## src/rtl/rsa_alu_pkg.sv

```systemverilog
// rsa_alu_pkg: ALU op encodings and sequencer state type shared by the
// long-latency MOD/EXP execute unit.
`timescale 1ns/1ps
package rsa_alu_pkg;

  localparam logic [2:0] ALU_MOD = 3'b101;
  localparam logic [2:0] ALU_EXP = 3'b110;

  typedef enum logic [2:0] {
    IDLE,
    REDUCE,
    SQUARE,
    MULT,
    FINISH
  } modexp_state_t;

endpackage

```

## src/rtl/mulmod_serial.sv

```systemverilog
// mulmod_serial: interleaved shift-add modular multiplier, p = x*y mod n.
// Requires y <= n and n != 0; done pulses WIDTH cycles after go.
`timescale 1ns/1ps
module mulmod_serial #(
  parameter int WIDTH = 32
) (
  input  logic             clk,
  input  logic             rst_n,
  input  logic             go,
  input  logic [WIDTH-1:0] x,
  input  logic [WIDTH-1:0] y,
  input  logic [WIDTH-1:0] n,
  output logic             busy,
  output logic             done,
  output logic [WIDTH-1:0] p
);

  localparam int CW = $clog2(WIDTH);

  logic [WIDTH-1:0] xs, ys, ns, pq;
  logic [CW-1:0]    cnt;
  logic [WIDTH-1:0] cur_x, cur_y, cur_n, cur_p;
  logic [WIDTH:0]   dbl, acc;
  logic [WIDTH-1:0] dbl_r, p_next;

  // The first iteration runs on the go edge straight from the inputs, so the
  // last one lands WIDTH cycles later and its result is already in pq.
  always_comb begin
    cur_x  = go ? x : xs;
    cur_y  = go ? y : ys;
    cur_n  = go ? n : ns;
    cur_p  = go ? '0 : pq;
    dbl    = {cur_p, 1'b0};
    dbl_r  = (dbl >= {1'b0, cur_n}) ? WIDTH'(dbl - {1'b0, cur_n}) : dbl[WIDTH-1:0];
    acc    = {1'b0, dbl_r} + (cur_x[WIDTH-1] ? {1'b0, cur_y} : '0);
    p_next = (acc >= {1'b0, cur_n}) ? WIDTH'(acc - {1'b0, cur_n}) : acc[WIDTH-1:0];
  end

  always_ff @(posedge clk or negedge rst_n) begin
    if (!rst_n) begin
      xs   <= '0;
      ys   <= '0;
      ns   <= '0;
      pq   <= '0;
      cnt  <= '0;
      busy <= 1'b0;
    end else if (go) begin
      xs   <= {x[WIDTH-2:0], 1'b0};
      ys   <= y;
      ns   <= n;
      pq   <= p_next;
      cnt  <= CW'(WIDTH - 1);
      busy <= 1'b1;
    end else if (busy) begin
      if (cnt == '0) begin
        busy <= 1'b0;
      end else begin
        xs  <= {xs[WIDTH-2:0], 1'b0};
        pq  <= p_next;
        cnt <= cnt - CW'(1);
      end
    end
  end

  assign done = busy && (cnt == '0);
  assign p    = pq;

endmodule

```

## src/rtl/modexp_sequencer.sv

```systemverilog
// modexp_sequencer: multi-cycle MOD / EXP unit for the RSA pipeline EX stage.
// Optional define MODEXP_SKIP_LZ_EN starts the exponent scan at e's top set bit.
`timescale 1ns/1ps
module modexp_sequencer #(
  parameter int WIDTH = 32
) (
  input  logic             clk,
  input  logic             rst_n,
  input  logic             start,
  input  logic [2:0]       op,
  input  logic [WIDTH-1:0] a,
  input  logic [WIDTH-1:0] e,
  input  logic [WIDTH-1:0] n,
  output logic             stall,
  output logic             busy,
  output logic             done,
  output logic [WIDTH-1:0] result,
  output logic             err
);

  import rsa_alu_pkg::*;

  localparam int PW = $clog2(WIDTH);

  modexp_state_t    state, state_nx;
  logic             valid_op, accept, go, mm_busy, mm_done;
  logic [WIDTH-1:0] mm_x, mm_y, mm_p;
  logic [WIDTH-1:0] a_q, e_q, n_q, b_q, r_q, r_init;
  logic             is_exp, scan_none, scan_none_init;
  logic [PW-1:0]    ptr, ptr_init;

  assign valid_op = (op == ALU_MOD) || (op == ALU_EXP);
  assign accept   = (state == IDLE) && start && valid_op;
  assign stall    = busy || (start && valid_op);
  assign r_init   = (n_q == WIDTH'(1)) ? '0 : WIDTH'(1);

`ifdef MODEXP_SKIP_LZ_EN
  always_comb begin
    ptr_init = '0;
    for (int i = 0; i < WIDTH; i++) begin
      if (e[i]) ptr_init = PW'(i);
    end
  end
  assign scan_none_init = (e == '0);
`else
  assign ptr_init       = PW'(WIDTH - 1);
  assign scan_none_init = 1'b0;
`endif

  always_ff @(posedge clk or negedge rst_n) begin
    if (!rst_n) state <= IDLE;
    else        state <= state_nx;
  end

  // Each multiplier phase issues go on its first cycle and advances on mm_done.
  always_comb begin
    state_nx = state;
    go       = 1'b0;
    busy     = 1'b1;
    done     = 1'b0;
    mm_x     = r_q;
    mm_y     = r_q;
    case (state)
      IDLE: begin
        busy = 1'b0;
        if (accept) state_nx = (n == '0) ? FINISH : REDUCE;
      end
      REDUCE: begin
        go   = !mm_busy;
        mm_x = a_q;
        mm_y = WIDTH'(1);
        if (mm_done) state_nx = (!is_exp || scan_none) ? FINISH : SQUARE;
      end
      SQUARE: begin
        go = !mm_busy;
        if (mm_done) state_nx = e_q[ptr] ? MULT : ((ptr == '0) ? FINISH : SQUARE);
      end
      MULT: begin
        go   = !mm_busy;
        mm_y = b_q;
        if (mm_done) state_nx = (ptr == '0) ? FINISH : SQUARE;
      end
      FINISH: begin
        done     = 1'b1;
        state_nx = IDLE;
      end
      default: state_nx = IDLE;
    endcase
  end

  // result is written only on the edge into FINISH so it is valid with done.
  always_ff @(posedge clk or negedge rst_n) begin
    if (!rst_n) begin
      a_q       <= '0;
      e_q       <= '0;
      n_q       <= '0;
      b_q       <= '0;
      r_q       <= '0;
      is_exp    <= 1'b0;
      scan_none <= 1'b0;
      ptr       <= '0;
      result    <= '0;
      err       <= 1'b0;
    end else begin
      case (state)
        IDLE: if (accept) begin
          a_q       <= a;
          e_q       <= e;
          n_q       <= n;
          is_exp    <= (op == ALU_EXP);
          err       <= (n == '0);
          ptr       <= ptr_init;
          scan_none <= scan_none_init;
          if (n == '0) result <= '0;
        end
        REDUCE: if (mm_done) begin
          b_q <= mm_p;
          r_q <= r_init;
          if (!is_exp)        result <= mm_p;
          else if (scan_none) result <= r_init;
        end
        SQUARE: if (mm_done) begin
          r_q <= mm_p;
          if (!e_q[ptr]) begin
            if (ptr == '0) result <= mm_p;
            else           ptr    <= ptr - PW'(1);
          end
        end
        MULT: if (mm_done) begin
          r_q <= mm_p;
          if (ptr == '0) result <= mm_p;
          else           ptr    <= ptr - PW'(1);
        end
        default: ;
      endcase
    end
  end

  mulmod_serial #(.WIDTH(WIDTH)) u_mulmod (
    .clk   (clk),
    .rst_n (rst_n),
    .go    (go),
    .x     (mm_x),
    .y     (mm_y),
    .n     (n_q),
    .busy  (mm_busy),
    .done  (mm_done),
    .p     (mm_p)
  );

endmodule

```

## config.mk

```make
export PLATFORM = sky130hd
export DESIGN_NAME = modexp_sequencer
export DESIGN_NICKNAME = d
export VERILOG_FILES = /design/src/rtl/rsa_alu_pkg.sv /design/src/rtl/mulmod_serial.sv /design/src/rtl/modexp_sequencer.sv
export SDC_FILE = /design/constraint.sdc
export NUM_CORES = 1
export LEC_CHECK = 0
export ABC_AREA = 1
export CAP_MARGIN = 20
export CORE_ASPECT_RATIO = 1.2
export CORE_MARGIN = 2
export CORE_UTILIZATION = 35
export DETAILED_ROUTE_END_ITERATION = 8
export HOLD_SLACK_MARGIN = 0.08
export PLACE_DENSITY = 0.52
export SYNTH_ARGS = -nofsm -noshare
export SYNTH_HDL_FRONTEND = slang
export SYNTH_SLANG_ARGS = --single-unit
```

## constraint.sdc

```tcl
create_clock -name clk -period 7.3 [get_ports clk]
set_input_delay 1.46 -clock clk [delete_from_list [all_inputs] [get_ports clk]]
set_output_delay 1.46 -clock clk [all_outputs]
set_load 0.005 [all_outputs]
```

Word-level counts from Yosys, hierarchy flattened:

Index checks and enable logic that the tools add are counted.
W data, S select, Z words.

* bits in registers: 336
* input bits: 102
* word-level logic and storage cells: 118

* $add $sub $neg: 5
* order comparisons: 3
* equality and inequality tests: 16
* mux-type cells: 54
* reductions and logical operators: 24

Operators by type and width (count)
* $mux W32: 24
* $pmux W32 S2: 2
* $pmux W32 S4: 1
* $ge A33 B32 Y1: 2
* $sub A32 B32 Y32: 2
* $mux W5: 8
* $add A32 B32 Y33: 1
* $eq A32 B1 Y1 const B: 1
* $logic_not A32 Y1: 1
* $mux W3: 8
* $pmux W5 S3: 1
* $ne A2 B2 Y1 const B: 6
* $pmux W3 S4: 1
* $logic_not A5 Y1: 2
* $sub A5 B1 Y5 const B: 2
* $eq A3 B3 Y1 const B: 3
* $mux W1: 8
* $reduce_and A8 Y1: 1
* $eq A3 B2 Y1 const B: 2
* $lt A5 B6 Y1 const B: 1
* $ne A2 B1 Y1 const B: 3
* $reduce_and A2 Y1: 3
* $bmux W1 S5: 1
* $reduce_and A5 Y1: 1
* other kinds (12): 17

Logic depth before layout (Yosys ltp):

* word-level depth: 12
* mapped depth: 53

Hierarchy:

From an unflattened synthesis, not the netlist that was laid out.

* cells, all modules: 3429
* area total of the unflattened synthesis: 22884.4 µm²

Modules (own cells, without submodules)
* mulmod_serial: instances 1, cells an instance 2267, area each 13693.1 µm², seq. area each 3328.2 µm²
* modexp_sequencer: instances 1, cells an instance 1162, area each 9191.3 µm², seq. area each 5054.8 µm²

Worst setup path before layout:

OpenSTA, ideal clock, no wires.

* path type: reg-to-reg
* start point: register state[2]
* end point: register u_mulmod.pq[5], in the netlist u_mulmod.p[5]
* data arrival time: 6282 ps
* required time: 7168 ps
* slack: 887 ps
* cell stages (with the launch flop): 51
* buffers on the path: 4
* period minus slack after synthesis: 6413 ps
* cell sequence: dfrtp_1 -> inv_1 -> nand3_2 -> inv_1 -> clkbuf_1 -> clkbuf_1 -> o21ai_0 -> ha_1 -> nand3_1 -> nand2_1 -> nand2_1 -> nand2_2 -> nand2_1 -> nand2_2 -> nand2_1 -> nand2_2 -> nand2_1 -> nand2_1 -> [... 15 more ...] -> nand3_1 -> nand2_1 -> xor2_1 -> inv_1 -> ha_1 -> nand2_1 -> inv_1 -> a21oi_1 -> o21ai_0 -> nand2_1 -> nand4_1 -> nor2_1 -> nand2_1 -> inv_2 -> buf_1 -> nand3_1 -> nand3_1 -> o21ai_0

* cells in the longest elaborated chain, start to end: 12
* elaborated cells on any way between the ends: 25
* classes of those cells: 3 x add/sub; 2 x order compare; 4 x eq/ne; 13 x mux; 3 x reduce/logical

RTL lines
* start, declared: RTL line modexp_sequencer.sv:25 `modexp_state_t state, state_nx;`
* start signal, assigned: RTL line modexp_sequencer.sv:52 `else state <= state_nx;`
* $eq A3 B2 Y1 or $eq A3 B1 Y1 (tied branches): RTL line modexp_sequencer.sv:63 `case (state)`
* $reduce_or A3 Y1 (no line)
* $mux W1
* $mux W32, on equally long branches
* $sub A32 B32 Y32 or $ge A33 B32 Y1 (tied branches): RTL line mulmod_serial.sv:34 `dbl_r = (dbl >= {1'b0, cur_n}) ? WIDTH'(dbl - {1'b0, cur_n}) : dbl[WIDTH-1:0];`
* $mux W32: RTL line mulmod_serial.sv:34
* $add A32 B32 Y33: RTL line mulmod_serial.sv:35 `acc = {1'b0, dbl_r} + (cur_x[WIDTH-1] ? {1'b0, cur_y} : '0);`
* $sub A32 B32 Y32 or $ge A33 B32 Y1 (tied branches): RTL line mulmod_serial.sv:36 `p_next = (acc >= {1'b0, cur_n}) ? WIDTH'(acc - {1'b0, cur_n}) : acc[WIDTH-1:0];`
* $mux W32: RTL line mulmod_serial.sv:36
* $mux W32: RTL line mulmod_serial.sv:55 `if (cnt == '0) begin`
* $mux W32: RTL line mulmod_serial.sv:54 `end else if (busy) begin`
* $mux W32: RTL line mulmod_serial.sv:47 `end else if (go) begin`
* end signal, assigned: RTL line mulmod_serial.sv:51 `pq <= p_next;`
* end signal, assigned: RTL line mulmod_serial.sv:59 `pq <= p_next;`
* end, declared: RTL line mulmod_serial.sv:20 `logic [WIDTH-1:0] xs, ys, ns, pq;`

Several ways; a longest one is shown, not always the timed one. The select of a mux whose other input is x is not followed.
A chain may end at the register's enable or synchronous reset.

Final worst setup path:

* start point: register state[0]
* end point: register u_mulmod.pq[27], in the netlist u_mulmod.p[27]

Same word-level chain as after synthesis.

==> results.ini <==
[route]
num_vias=21866
via_per_inst=5.11
first_pass_iters=5
wl_per_cell_microns=21.4
drc=0
ant_nets=0
wl_microns=91700
drt_iter0_drc=1666

[cts]
cts_buffer_depth=3
clk_latency_ps=570
cts_hold_buf=0
cts_buffers=39
cts.htree.levels=2
clk_pin_slew_ps=60
cts_root_buf=clkbuf_16
cts_tree=yes
cts.sinks=335

[global_routing]
grt_max_degree=135
grt_pass1_vias=21903
grt_remaining_overflow=0
grt_usage=0.289
antenna_found_initial=1
grt_pass1_wl_microns=138000

[power_and_ir_drop]
clkPwrFrac=0.500
p_sw_frac=0.227
p_leak_uw=0.0145
power.density_nw_per_um2=140
peakVddDrop_mv=0.130
intPower_uw=3030
power_frac_seq=0.474
power.switching_uw=888
p_comb_frac=0.026

[worst_setup_path]
crit_arrival_ps=7350
r2r_slack_ps=400
critPathMaxFanout=21
criticalPathCategory=register to register
reg2reg_from=state[0]$_DFFE_PN0P_
cpMostUsedCell=buf_4
crit_path_top_delay_cell=dfrtp_1
required_ps=7740
startpoint=state[0]$_DFFE_PN0P_
r2r-end=u_mulmod.p[27]$_DFFE_PN0P_
startpoint_type=register
rr_worst_depth=45
max_stage_delay_ps=350
end_kind=register

[floorplanning]
dieArea_sq_um=63200
die_w_microns=230
ios=138
core-area_sq_um=60700
rows=99
start_util=0.353
fp.dieH_microns=275

[timing]
slew_headroom=0.343
fin_crit_ps=6900
report.final.slew_viol_count=0
skew_ps=24.1
timing_hold_violations_final=0
tightest_slew_ps=985
setup_viol=0
max_freq_ghz=0.145
fin_crit_sh=0.946

[placement]
dpl_cell_area_sq_um=26100
gp_congestion=0.969
dp_hpwl_microns=73600
port_buffers=137

[yosys]
async_reset_ff_frac=1.00
syn_nets=3241
netlist_top_cells_area=dfrtp_1 39%, nand2_1 15%, o21ai_0 7.1%, inv_1 6.9%, ha_1 5.7%
synth.cell_area_sq_um=21400
yosysTopAreaCell=dfrtp_1
yosysWarnings=0
synth_seq_cells=335
synth_cells=3039
synth_top_area_frac=0.391
ys_types=46
yosysSeqAreaShare=0.391
synth-main-ff-cell=dfrtp_1
synth_edf_count=0
syn_area_per_cell_sq_um=7.05

[finish]
area_growth_syn_to_layout_pct=30.4
fin_nets=3648
final_common_cell=nand2_1
final_cell_mix=861 x nand2_1, 389 x inv_1, 335 x dfrtp_1
final_util=0.460
stdcell_area_sq_um=27900
fillers=6349
layout-drive-gt1-share=0.158

[worst_hold_path]
hp-class=register to register
whs_path_depth=2
hp-start=e_q[9]$_DFFE_PN0P_
holdPathEnd=e_q[9]$_DFFE_PN0P_

[run]
cap_viol_max_count=0

[outcome]
status=completed

[power by group through the flow]
stage                     registers (uW)  clock network (uW)  logic [uW]
after CTS                           1860                2020         106
after global placement              1890                   0         104
after global routing                1860                2080         113
after detailed placement            1890                   0         105
final                               1860                1960         101
after floorplan                     1890                   0        2.37
[cell usage after synthesis, types with 2 or more instances]
| cell | instances |
|---|---|
| o21a_1 | 6 |
| a21o_1 | 23 |
| o21bai_1 | 12 |
| nand3_1 | 174 |
| a21boi_0 | 8 |
| a21oi_1 | 202 |
| xor2_1 | 36 |
| nor2_1 | 179 |
| or2_2 | 13 |
| inv_1 | 391 |
| dfrtp_1 | 335 |
| o211ai_1 | 3 |
| buf_1 | 6 |
| ha_1 | 97 |
| fa_1 | 3 |
| and3_1 | 2 |
| nand2_1 | 874 |
| nand3b_1 | 10 |
| nand4_1 | 24 |
| xnor2_1 | 26 |
| nor3_1 | 26 |
| a31oi_1 | 16 |
| buf_6 | 5 |
| buf_4 | 8 |
| clkinv_1 | 4 |
| inv_2 | 5 |
| nor4_1 | 19 |
| o221ai_1 | 6 |
| o22ai_1 | 35 |
| o21ai_0 | 306 |
| buf_2 | 9 |
| a211oi_1 | 3 |
| o21ai_1 | 62 |
| nand2_2 | 9 |
| clkbuf_1 | 91 |
[per-layer routing]
| metal | part of all wire | GRT usage | vias up | routed length, microns |
|---|---|---|---|---|
| met5 | 0 | 0 | - | 0 |
| met3 | 0.035 | 0.0250 | 114 | 3250 |
| li1 | - | - | 10715 | - |
| met2 | 0.49 | 0.503 | 487 | 44600 |
| met4 | 0.034 | 0.0941 | 0 | 3080 |
| met1 | 0.44 | 0.379 | 10550 | 40800 |
[worst max-delay path by stage]
stage / to / cells after the start
after floorplan: u_mulmod.p[5]$_DFFE_PN0P_ / 50
after global placement: u_mulmod.p[25]$_DFFE_PN0P_ / 46
after detailed placement: u_mulmod.p[27]$_DFFE_PN0P_ / 46
after CTS: u_mulmod.p[27]$_DFFE_PN0P_ / 44
after global routing: u_mulmod.p[31]$_DFFE_PN0P_ / 53
final: u_mulmod.p[27]$_DFFE_PN0P_ / 45
[final cells by class]
cell class	instances	area (sq um)	share of cell area
multi-input cells	2185	11600	0.415
flip-flops and latches	335	8380	0.300
repair buffers	485	4200	0.150
inverters	400	1510	0.0539
clock buffers	53	1090	0.0390
well taps	808	1010	0.0362
clock inverters	14	158	0.00564
diodes	2	5.00	0.000179
[repair_timing]
| action | in CTS | in global routing |
|---|---|---|
| buffers inserted | 0 | 7 |
| cloned | 0 | 0 |
| hold endpoints to repair | 0 | 0 |
| gates resized for setup | 11 | 141 |
| endpoints found under the setup margin | 32 | 32 |
| pin swaps | 1 | 17 |
[sequential cells by signal, summed over array words and instances (netlist names), 3 cells and up]
| name | count |
|---|---|
| a_q | 32 |
| b_q | 32 |
| e_q | 32 |
| n_q | 32 |
| ptr | 5 |
| r_q | 32 |
| result | 32 |
| state | 3 |
| u_mulmod.cnt | 5 |
| u_mulmod.ns | 32 |
| u_mulmod.p | 32 |
| u_mulmod.xs | 31 |
| u_mulmod.ys | 32 |
[kinds of logic after synthesis]
| family | count (synthesis) | synth area share |
|---|---|---|
| buffers and inverters | 519 | 0.0946 |
| and+or+nand+nor | 1335 | 0.257 |
| xor gates and xnor gates | 62 | 0.0253 |
| AOI/OAI and AO/OA | 688 | 0.172 |
| adders and majority gates | 100 | 0.0595 |
| DFF | 335 | 0.391 |
[worst max-delay path, delay by kind of cell (launching register included)]
kind,cells,cell delay (ps)
compound gates,5,740
xor+xnor,1,190
fa+ha+maj,3,890
buf+inv,14,1890
flops,1,350
simple gates,22,2670
[stage by stage]
step	hold WS, ps	instances	power, uW	TNS [ps]	setup WS, ps
6_report	474	4282	3920	0	396
5_1_grt	492	4280	4050	-7.32	-6.33
4_1_cts	476	4272	3980	0	6.68
3_5_place_dp	460	4205	2000	-11300	-454
3_3_place_gp	457	4205	2000	-12970	-495
2_1_floorplan	444	3039	1890	0	887
Power figures use the tool's default switching activity.
